===== config.mk =====
export PLATFORM = sky130hd
export DESIGN_NAME = mod_counter_ctrl
export DESIGN_NICKNAME = d
export VERILOG_FILES = /design/src/rtl/mod_counter_ctrl.sv
export SDC_FILE = /design/constraint.sdc
export NUM_CORES = 1
export LEC_CHECK = 0
export CAP_MARGIN = 40
export CORE_MARGIN = 8
export CORE_UTILIZATION = 53
export DETAILED_ROUTE_END_ITERATION = 8
export GPL_TIMING_DRIVEN = 1
export PLACE_DENSITY = 0.89
export SLEW_MARGIN = 20
export SYNTH_ARGS = -nofsm -noshare
export SYNTH_HDL_FRONTEND = slang
export SYNTH_SLANG_ARGS = --single-unit

===== constraint.sdc =====
create_clock -name clk_1hz -period 5.35 [get_ports clk_1hz]
set_input_delay 0.8025 -clock clk_1hz [delete_from_list [all_inputs] [get_ports clk_1hz]]
set_output_delay 0.8025 -clock clk_1hz [all_outputs]
set_load 0.05 [all_outputs]

===== src/rtl/mod_counter_ctrl.sv =====
// Start/stop/clear/load counter controller with configurable wrap-or-stop boundary behaviour.
// Optional blinking alarm on terminal count is enabled by defining MOD_COUNTER_CTRL_ALARM_EN.
module mod_counter_ctrl #(
    parameter int               WIDTH = 8,
    parameter logic [WIDTH-1:0] LIMIT = 8'd99,
    parameter bit               WRAP  = 1'b1
) (
    input  logic             clk_1hz,
    input  logic             i_nrst,
    input  logic             i_start,
    input  logic             i_stop,
    input  logic             i_clear,
    input  logic             i_load,
    input  logic [WIDTH-1:0] i_load_value,
    input  logic             i_dir,
    output logic [WIDTH-1:0] o_value,
    output logic [1:0]       o_state,
    output logic             o_running,
    output logic             o_tc,
    output logic             o_alarm
);

    typedef enum logic [1:0] {
        IDLE  = 2'b00,
        RUN   = 2'b01,
        PAUSE = 2'b10,
        DONE  = 2'b11
    } state_t;

    localparam logic [WIDTH-1:0] ONE  = {{(WIDTH-1){1'b0}}, 1'b1};
    localparam logic [WIDTH-1:0] ZERO = '0;

    state_t           state;
    logic [WIDTH-1:0] value;
    logic             tc;
    logic             start_q, stop_q, clear_q, load_q;

    logic             do_clear, do_load, do_stop, do_start;
    logic             step_en, boundary_hit;
    logic [WIDTH-1:0] load_sat;

    // Rising-edge detect, then priority clear > load > stop > start; losers are dropped.
    always_comb begin
        do_clear     = i_clear & ~clear_q;
        do_load      = i_load  & ~load_q  & ~do_clear;
        do_stop      = i_stop  & ~stop_q  & ~do_clear & ~do_load;
        do_start     = i_start & ~start_q & ~do_clear & ~do_load & ~do_stop;
        load_sat     = (i_load_value > LIMIT) ? LIMIT : i_load_value;
        step_en      = (state == RUN) & ~do_clear & ~do_load & ~do_stop & ~do_start;
        boundary_hit = step_en & (i_dir ? (value == ZERO) : (value == LIMIT));
    end

    always_ff @(posedge clk_1hz or negedge i_nrst) begin
        if (!i_nrst) begin
            state   <= IDLE;
            value   <= ZERO;
            tc      <= 1'b0;
            start_q <= 1'b0;
            stop_q  <= 1'b0;
            clear_q <= 1'b0;
            load_q  <= 1'b0;
        end else begin
            start_q <= i_start;
            stop_q  <= i_stop;
            clear_q <= i_clear;
            load_q  <= i_load;
            tc      <= boundary_hit;
            case (state)
                IDLE: begin
                    if (do_clear)      value <= ZERO;
                    else if (do_load)  value <= load_sat;
                    else if (do_start) state <= RUN;
                end
                RUN: begin
                    if (do_clear) begin
                        state <= IDLE;
                        value <= ZERO;
                    end else if (do_load) begin
                        value <= load_sat;
                    end else if (do_stop) begin
                        state <= PAUSE;
                    end else if (boundary_hit) begin
                        // Without wrap the value holds at the boundary it just reached.
                        if (WRAP) value <= i_dir ? LIMIT : ZERO;
                        else      state <= DONE;
                    end else if (step_en) begin
                        value <= i_dir ? (value - ONE) : (value + ONE);
                    end
                end
                PAUSE: begin
                    if (do_clear) begin
                        state <= IDLE;
                        value <= ZERO;
                    end else if (do_load) begin
                        value <= load_sat;
                    end else if (do_start) begin
                        state <= RUN;
                    end
                end
                DONE: begin
                    if (do_clear) begin
                        state <= IDLE;
                        value <= ZERO;
                    end
                end
                default: state <= IDLE;
            endcase
        end
    end

`ifdef MOD_COUNTER_CTRL_ALARM_EN
    logic alarm_latch;
    logic alarm;

    // Entry to DONE is always a boundary hit, so one set condition covers both causes.
    always_ff @(posedge clk_1hz or negedge i_nrst) begin
        if (!i_nrst) begin
            alarm_latch <= 1'b0;
            alarm       <= 1'b0;
        end else if (do_clear) begin
            alarm_latch <= 1'b0;
            alarm       <= 1'b0;
        end else if (alarm_latch) begin
            alarm       <= ~alarm;
        end else if (boundary_hit) begin
            alarm_latch <= 1'b1;
            alarm       <= 1'b1;
        end
    end

    assign o_alarm = alarm;
`else
    assign o_alarm = 1'b0;
`endif

    assign o_value   = value;
    assign o_state   = state;
    assign o_running = (state == RUN);
    assign o_tc      = tc;

endmodule


==> run summary, run 1 <==
core area = 2148 um^2
global-route wire length before repair = 5.161 mm
Routed Antenna Nets = 0
Post-Syn Nets = 154
Die Wd = 62.88 um
Clk pin slew, worst setup/hold paths = 0.08 ns
RSZ-0062 raised after global routing = false
Yosys reg bits = 15
Area growth syn-to-layout = 26.21%
ys async rst share = 1.000
PwrDens = 377.7 nW/um^2
prevailing post-synth register cell = dfrtp_1
final max-slew violation count = 0
Post-synth EDFFs = 0
crit share post-route = 0.5663
Metal-1 WL = 1.284 mm
LEAKAGE = 0.5912 nW
NumNets Final = 182
worst setup margin = 2.320 ns
Syn Inst Count = 132
Tot Pwr = 0.0005553 W
Sw Ratio = 0.4715
initial antenna violation count = 0
Slew @ Worst Pin = 0.6423 ns
power share of the combinational group = 0.587
layout cell share with drive strength beyond 1 = 0.08805
min-delay worst type = reg2reg
CP Capture Type = flip-flop
Sw Pwr = 0.0002618 W
skew final = 0.005116 ns
post-synthesis sequential area ratio = 0.3222
postcts setup bufs = 0
crit path DAT = 3.19 ns
Initial Utilization = 0.5422
Seq pwr share = 0.301
CTS tree = done
Post-Syn Area = 1165 um^2
Clock Sinks = 15
Max clock buf depth = 2
IO Pins = 28
Crit Path Max Fanout = 13
Max Cap Viol = 0
Die Y = 62.88 um
Max Used Layer = met4
# DRC = 0
status = complete, no violations
Final Setup Violations = 0
largest net degree at the start of global routing = 16
Worst VDD drop = 0.0002523 V
Antenna diodes = 0
Max-slew headroom = 0.5705
drt first pass iters = 4
Resize count post-CTS = 0
pre-CTS setup slack = 2.035 ns
worst skew pair latency = 0.28 ns
final hold vios = 0
minimum clock period after layout = 3.030 ns
average size of a mapped cell = 8.825 um^2
number of CTS-inserted buffers = 3
Core Rows = 17
vias = 1,158
Routed WL = 2.971 mm
Max Clock Freq = 330.0 MHz
buffers added on ports = 26
Worst EP required = 5.51 ns
Placer Congestion = 0.8873
number of global-route vias before repair = 1,144
Clock power frac = 0.112
CP Launch Type = input port
Root Buffer Master = clkbuf_4
GR Overflow Total = 0
type of the worst setup path = in2reg
GRT Total Usage = 0.1529
DR WL met2 = 1.398 mm
dpl hpwl = 2.376 mm
warnings from Yosys = 0
cell internal pwr = 0.0002935 W
htree depth = 1
Netlist cell types = 42
Die ar. = 3954 um^2
hold_buf cts = 0
vias per inst = 6.193
met3 wire length = 269 um
WL per Instance = 15.89 um
Initial DRC Count = 74
setup TNS = 0 ns
==> sequential cells by signal, indices dropped and copies added (netlist names) <==
register and count:
clear_q 1, load_q 1, o_state 2, o_tc 1, o_value 8, start_q 1, stop_q 1
==> synthesized netlist by cell type, types with 2 or more instances <==
cell | n | area share
nand2_1 | 5 | 0.016
nand2b_1 | 6 | 0.032
nand3_1 | 4 | 0.017
a211oi_1 | 3 | 0.019
nor2b_1 | 3 | 0.016
dfrtp_1 | 15 | 0.32
buf_4 | 2 | 0.013
a21oi_1 | 10 | 0.043
a22oi_1 | 4 | 0.026
xor2_1 | 3 | 0.023
or3_1 | 2 | 0.011
a31oi_1 | 5 | 0.027
or3b_2 | 3 | 0.023
o21ai_0 | 8 | 0.034
inv_1 | 4 | 0.013
nor3_1 | 10 | 0.043
o2111ai_1 | 3 | 0.023
nor2_1 | 7 | 0.023
ha_1 | 6 | 0.064
and3_2 | 2 | 0.013
and3_1 | 2 | 0.011
o211ai_1 | 5 | 0.032
==> cells by family after synthesis <==
family | share of synthesized area
buffers and inverters | 0.03328
other | 0.003219
XOR/XNOR | 0.03008
multiplexers | 0.02900
flip-flops | 0.3222
adder cells (fa/ha/maj) | 0.08163
AO/OA/AOI/OAI | 0.2589
AND/OR/NAND/NOR | 0.2417
==> routing by layer <==
layer	track usage	vias to the layer above
met4	0.03419	0
met3	0.05197	4
met1	0.1887	529
li1	-	564
met2	0.2484	61
met5	0	-
==> through the flow <==
stage          hold WS [ns]    util  instances  instance area, um^2
6_report             0.6313  0.6843        187                 1470
5_1_grt              0.6992  0.6843        187                 1470
4_1_cts              0.6414  0.6843        187                 1470
3_5_place_dp         0.6132  0.6721        183                 1444
3_3_place_gp         0.6324  0.6686        182                 1436
2_1_floorplan        0.5069       -        132                 1165
==> final timing paths <==
path,startpoint,end,slack (ns),cells after the start
max,i_dir,o_value[6],2.32,7
min,clear_q,o_state[0],0.63,2
max reg2reg,o_value[0],o_value[6],3.12,6
min reg2reg,clear_q,o_state[0],0.63,2
max in group asynchronous,i_nrst,o_value[3],4.03,1
min in group asynchronous,i_nrst,o_value[0],0.91,1
==> power by group through the flow <==
| stage | clock network, W | registers, W | logic [W] |
|---|---|---|---|
| 5_1_grt | 0.0000694 | 0.000172 | 0.000354 |
| 3_3_place_gp | 0 | 0.000168 | 0.000314 |
| 6_report | 0.0000624 | 0.000167 | 0.000326 |
| 2_1_floorplan | 0 | 0.000225 | 0.000169 |
| 3_5_place_dp | 0 | 0.000170 | 0.000322 |
| 4_1_cts | 0.0000654 | 0.000168 | 0.000324 |
==> area by class of cell <==
| class | instances | area (um^2) |
|---|---|---|
| Sequential cell | 15 | 375.4 |
| Clock buffer | 4 | 26.28 |
| Inverter | 4 | 15.01 |
| Tap cell | 28 | 35.03 |
| Multi-Input combinational cell | 109 | 750.7 |
| Timing Repair Buffer | 27 | 267.8 |
| Fill cell | 168 | 678.2 |
==> critical path: stages <==
cell and delay, ns:
clkdlybuf4s50_1 0.66, fa_1 0.59, a211oi_1 0.31, nor3_1 0.09, or3b_2 0.44, o211ai_1 0.18, a31oi_1 0.11
==> cell usage in the layout, fill, tap and decap left out, types with 2 or more instances in the layout <==
| cell | Yosys | final |
|---|---|---|
| clkdlybuf4s50_1 | 0 | 26 |
| dfrtp_1 | 15 | 15 |
| a21oi_1 | 10 | 10 |
| nor3_1 | 10 | 10 |
| o21ai_0 | 8 | 8 |
| nor2_1 | 7 | 7 |
| nand2b_1 | 6 | 6 |
| ha_1 | 6 | 6 |
| o211ai_1 | 5 | 5 |
| nand2_1 | 5 | 5 |
| a31oi_1 | 5 | 5 |
| nand3_1 | 4 | 4 |
| a22oi_1 | 4 | 4 |
| inv_1 | 4 | 4 |
| nor2b_1 | 3 | 3 |
| or3b_2 | 3 | 3 |
| o2111ai_1 | 3 | 3 |
| a211oi_1 | 3 | 3 |
| xor2_1 | 3 | 3 |
| clkbuf_4 | 0 | 3 |
| and3_1 | 2 | 2 |
| and3_2 | 2 | 2 |
| or3_1 | 2 | 2 |
(Power assumes the default switching activity.)
==> run 2, diff against run 1 <==
--- a/config.mk
+++ b/config.mk
@@ -7,10 +7,10 @@
 export LEC_CHECK = 0
 export CAP_MARGIN = 40
 export CORE_MARGIN = 8
-export CORE_UTILIZATION = 53
+export CORE_UTILIZATION = 44
 export DETAILED_ROUTE_END_ITERATION = 8
 export GPL_TIMING_DRIVEN = 1
-export PLACE_DENSITY = 0.89
+export PLACE_DENSITY = 0.79
 export SLEW_MARGIN = 20
 export SYNTH_ARGS = -nofsm -noshare
 export SYNTH_HDL_FRONTEND = slang
==> constraint.sdc (replaced) <==
create_clock -name clk_1hz -period 2.5 [get_ports clk_1hz]
set_input_delay 0.375 -clock clk_1hz [delete_from_list [all_inputs] [get_ports clk_1hz]]
set_output_delay 0.375 -clock clk_1hz [all_outputs]
set_load 0.05 [all_outputs]
==> run 2 against run 1 <==
Effect of this change: clock power is 130% higher; register-to-register slack got worse by 2.9 ns; cell count is 8.0% higher; worst hold slack worse by 0.15 ns; final area increased by 6.8%; power rose by 130%.
==> run summary, run 2 (synthesis gave the netlist of run 1 again) <==
status = complete, no violations
final hold vios = 0
Clk pin slew, worst setup/hold paths = 0.09 ns
WL per Instance = 16.18 um
Crit Path Max Fanout = 5
Worst VDD drop = 0.0005407 V
Worst EP required = 2.66 ns
crit share post-route = 0.9651
Resize count post-CTS = 0
max reg flops = 8
RSZ-0062 raised after global routing = false
area occupied by multi-input gates = 750.7 um^2
Max Clock Freq = 414.5 MHz
# DRC = 0
Max Cap Viol = 0
r2r worst-path depth = 6
CTS tree = done
type of the worst setup path = in2reg
layout cell share with drive strength beyond 1 = 0.1570
Die Wd = 67.46 um
IO Pins = 28
minimum clock period after layout = 2.413 ns
crit path DAT = 2.57 ns
dpl hpwl = 2.585 mm
postcts setup bufs = 0
Core Rows = 18
skew final = 0.001285 ns
Root Buffer Master = clkbuf_4
Slew @ Worst Pin = 0.6483 ns
Routed WL = 3.269 mm
htree depth = 1
r2r startpoint = o_value[0]
LEAKAGE = 0.6540 nW
vias = 1,216
CP Capture Type = flip-flop
GRT Total Usage = 0.1550
pre-CTS setup slack = -0.1938 ns
Placer Congestion = 0.9300
most frequent cells in the layout = clkdlybuf4s50_1, dfrtp_1, buf_4
Tot Pwr = 0.001263 W
min-delay worst type = in2async
PwrDens = 804.2 nW/um^2
Initial DRC Count = 117
sequential cell area = 375.4 um^2
drt first pass iters = 4
Clock Sinks = 15
initial antenna violation count = 0
Hold WS = 0.4816 ns
number of CTS-inserted buffers = 3
vias per inst = 6.020
GR Overflow Total = 0
hold_buf cts = 0
NumNets Final = 195
Die Y = 67.46 um
Antenna diodes = 0
number of global-route vias before repair = 1,177
Die ar. = 4550 um^2
R2R Setup Slk = 0.27 ns
commonest non-fill, non-tap cell in the layout = clkdlybuf4s50_1
Routed Antenna Nets = 0
Final Setup Violations = 0
largest net degree at the start of global routing = 16
worst setup margin = 0.08729 ns
Area growth syn-to-layout = 34.80%
CP Launch Type = input port
worst skew pair latency = 0.29 ns
Max-slew headroom = 0.5664
FILL cells = 216
Max clock buf depth = 2
final max-slew violation count = 0
global-route wire length before repair = 5.582 mm
buffers added on ports = 26
core area = 2500 um^2
worst flop-to-flop path endpoint = o_value[6]
Initial Utilization = 0.4660
==> run 2: area by class of cell <==
cell class	count	share of cell area
clock buffers	4	0.01673
flip-flops and latches	15	0.2390
well taps	30	0.02390
multi-input cells	109	0.4781
repair buffers	40	0.2327
inverters	4	0.009562
==> run 2: how the worst max path moves through the flow <==
stage	startpoint	endpoint	slack, ns	cells after the start
after CTS	i_dir	o_value[6]	0.1	7
after global placement	i_dir	o_value[6]	-0.15	7
after global routing	i_dir	o_value[6]	0.02	7
final	i_dir	o_value[6]	0.09	7
after floorplan	o_state[0]	o_value[5]	0.17	5
after detailed placement	i_dir	o_value[6]	-0.19	7
==> run 2: through the flow <==
stage | util | setup TNS [ns] | std cells | instance area [um^2]
floorplan | - | 0 | 132 | 1165
global placement | 0.6176 | -0.2412 | 198 | 1544
detailed placement | 0.6176 | -0.3153 | 198 | 1544
CTS | 0.6281 | 0 | 202 | 1570
global route | 0.6281 | 0 | 202 | 1570
finish | 0.6281 | 0 | 202 | 1570
==> run 2: critical path, cell delays in order <==
cell	delay (ns)
clkdlybuf4s50_1	0.53
fa_1	0.51
a211oi_1	0.34
nor3_1	0.11
or3b_2	0.45
o211ai_1	0.16
a31oi_1	0.10
==> run 2: report_power, final <==
part / leakage [nW] / internal, W / total [W] / switching [W]
Sequential: 0.182 / 0.000285 / 0.000359 / 0.0000731
Clock: 0.0150 / 0.0000621 / 0.000141 / 0.0000786
Combinational: 0.457 / 0.000330 / 0.000763 / 0.000433
==> run 2: metal layers <==
| layer | routed length [um] | vias up | GRT usage |
|---|---|---|---|
| met3 | 254 | 4 | 0.05960 |
| li1 | - | 589 | - |
| met1 | 1454 | 580 | 0.1979 |
| met5 | 0 | - | 0 |
| met2 | 1551 | 43 | 0.2497 |
| met4 | 8 | 0 | 0.01828 |
==> run 3, diff against run 2 <==
--- a/config.mk
+++ b/config.mk
@@ -6,8 +6,10 @@
 export NUM_CORES = 1
 export LEC_CHECK = 0
 export CAP_MARGIN = 40
+export CELL_PAD_IN_SITES_DETAIL_PLACEMENT = 0
+export CELL_PAD_IN_SITES_GLOBAL_PLACEMENT = 1
 export CORE_MARGIN = 8
-export CORE_UTILIZATION = 44
+export CORE_UTILIZATION = 33
 export DETAILED_ROUTE_END_ITERATION = 8
 export GPL_TIMING_DRIVEN = 1
 export PLACE_DENSITY = 0.79
==> run 3 against run 2 <==
Effect of this change: critical path depth is the same; critical path type unchanged; final area grew 1.3%; setup slack gained 0.0064 ns; cell count grew 7.9%; sequential power shrank 4%; sequential share of layout area shrank 0.30 points; clock-buffer cell count is the same.
==> run summary, run 3 (synthesis gave the netlist of run 1 again) <==
status = complete, no violations
Routed Antenna Nets = 0
Final Setup Violations = 0
Worst path slowest cell = clkdlybuf4s50_1
worst-path cell chain = clkdlybuf4s50_1 > fa_1 > a211oi_1 > nor3_1 > or3b_2 > o211ai_1 > a31oi_1
number of CTS-inserted buffers = 3
number of global-route vias before repair = 1,161
GRT Total Usage = 0.1249
Initial Utilization = 0.3464
Die Y = 75.41 um
r2r startpoint = o_value[1]
CP peak stage delay = 0.54 ns
crit share post-route = 0.9625
layout cell share with drive strength beyond 1 = 0.1570
Die Wd = 75.41 um
worst flop-to-flop path endpoint = o_value[6]
final hold vios = 0
R2R Setup Slk = 0.35 ns
vias = 1,203
CTS tree = done
Max Cap Viol = 0
Finished Layout Cells = 218
NumNets Final = 195
htree depth = 1
Antenna diodes = 0
postcts setup bufs = 0
WL per Instance = 15.67 um
PwrDens = 804.3 nW/um^2
Routed WL = 3.417 mm
worst skew pair latency = 0.29 ns
Max-slew headroom = 0.5389
core area = 3363 um^2
Placer Congestion = 0.8883
max reg flops = 8
Initial DRC Count = 101
drt first pass iters = 4
Hold WS = 0.4958 ns
skew final = 0.0008630 ns
Area growth syn-to-layout = 36.52%
vias per inst = 5.518
commonest non-fill, non-tap cell in the layout = clkdlybuf4s50_1
# DRC = 0
GR Overflow Total = 0
initial antenna violation count = 0
most frequent cells in the layout = clkdlybuf4s50_1, dfrtp_1, buf_4
Worst EP required = 2.67 ns
worst path bufs/invs = 1
IO Pins = 28
Max Clock Freq = 415.6 MHz
Clock Sinks = 15
dpl hpwl = 2.759 mm
r2r worst-path depth = 6
RSZ-0062 raised after global routing = false
crit path DAT = 2.58 ns
Worst VDD drop = 0.0003465 V
minimum clock period after layout = 2.406 ns
Root Buffer Master = clkbuf_4
LEAKAGE = 0.6539 nW
Crit Path Max Fanout = 6
largest net degree at the start of global routing = 16
Clk pin slew, worst setup/hold paths = 0.09 ns
Core Rows = 21
placed insts = 214
Resize count post-CTS = 0
Max clock buf depth = 2
buffers added on ports = 26
min-delay worst type = in2async
setup TNS = 0 ns
final max-slew violation count = 0
global-route wire length before repair = 5.582 mm
Die ar. = 5687 um^2
delay-heaviest family, CP = compound AO/OA/AOI/OAI gates
hold_buf cts = 0
CP Capture Type = flip-flop
Slew @ Worst Pin = 0.6895 ns
type of the worst setup path = in2reg
CP Launch Type = input port
run 3: cell counts in the layout (fill, tap and decap cells not counted):
No cell type changed its count.
run 3: cell type report:
| class | count | area, um^2 |
|---|---|---|
| Sequential cell | 15 | 375.4 |
| Clock buffer | 4 | 26.28 |
| Fill cell | 347 | 1773 |
| Timing Repair Buffer | 40 | 365.4 |
| Inverter | 4 | 15.01 |
| Tap cell | 46 | 57.56 |
| Multi-Input combinational cell | 109 | 750.7 |
run 3: how the worst max path moves through the flow:
stage / from / endpoint / slack (ns) / cells after the start
after floorplan: o_state[0] / o_value[5] / 0.17 / 5
after global placement: i_dir / o_value[6] / -0.09 / 7
after detailed placement: i_dir / o_value[6] / -0.20 / 7
after CTS: i_dir / o_value[6] / 0.10 / 7
after global routing: i_dir / o_value[6] / 0.02 / 7
final: i_dir / o_value[6] / 0.09 / 7
run 3: power by group:
part	internal [W]	switching, W
sequential	0.000286	0.0000588
combinational	0.000339	0.000451
clock	0.0000621	0.0000819
run 3: per-layer routing:
layer	global-route usage	vias to the layer above	part of all wire
li1	-	591	-
met1	0.1636	560	0.46
met2	0.1985	50	0.45
met3	0.03947	2	0.076
met4	0.01919	0	0.0085
met5	0	-	0
run 3: per-stage QoR:
step           cell area, um^2  worst slack, ns  utilization  power (W)
2_1_floorplan             1165           0.1721            -  0.0008439
3_3_place_gp              1564         -0.08999       0.4650   0.001129
3_5_place_dp              1564          -0.2016       0.4650   0.001137
4_1_cts                   1590           0.1008       0.4728   0.001284
5_1_grt                   1590          0.01749       0.4728   0.001372
6_report                  1590          0.09367       0.4728   0.001279
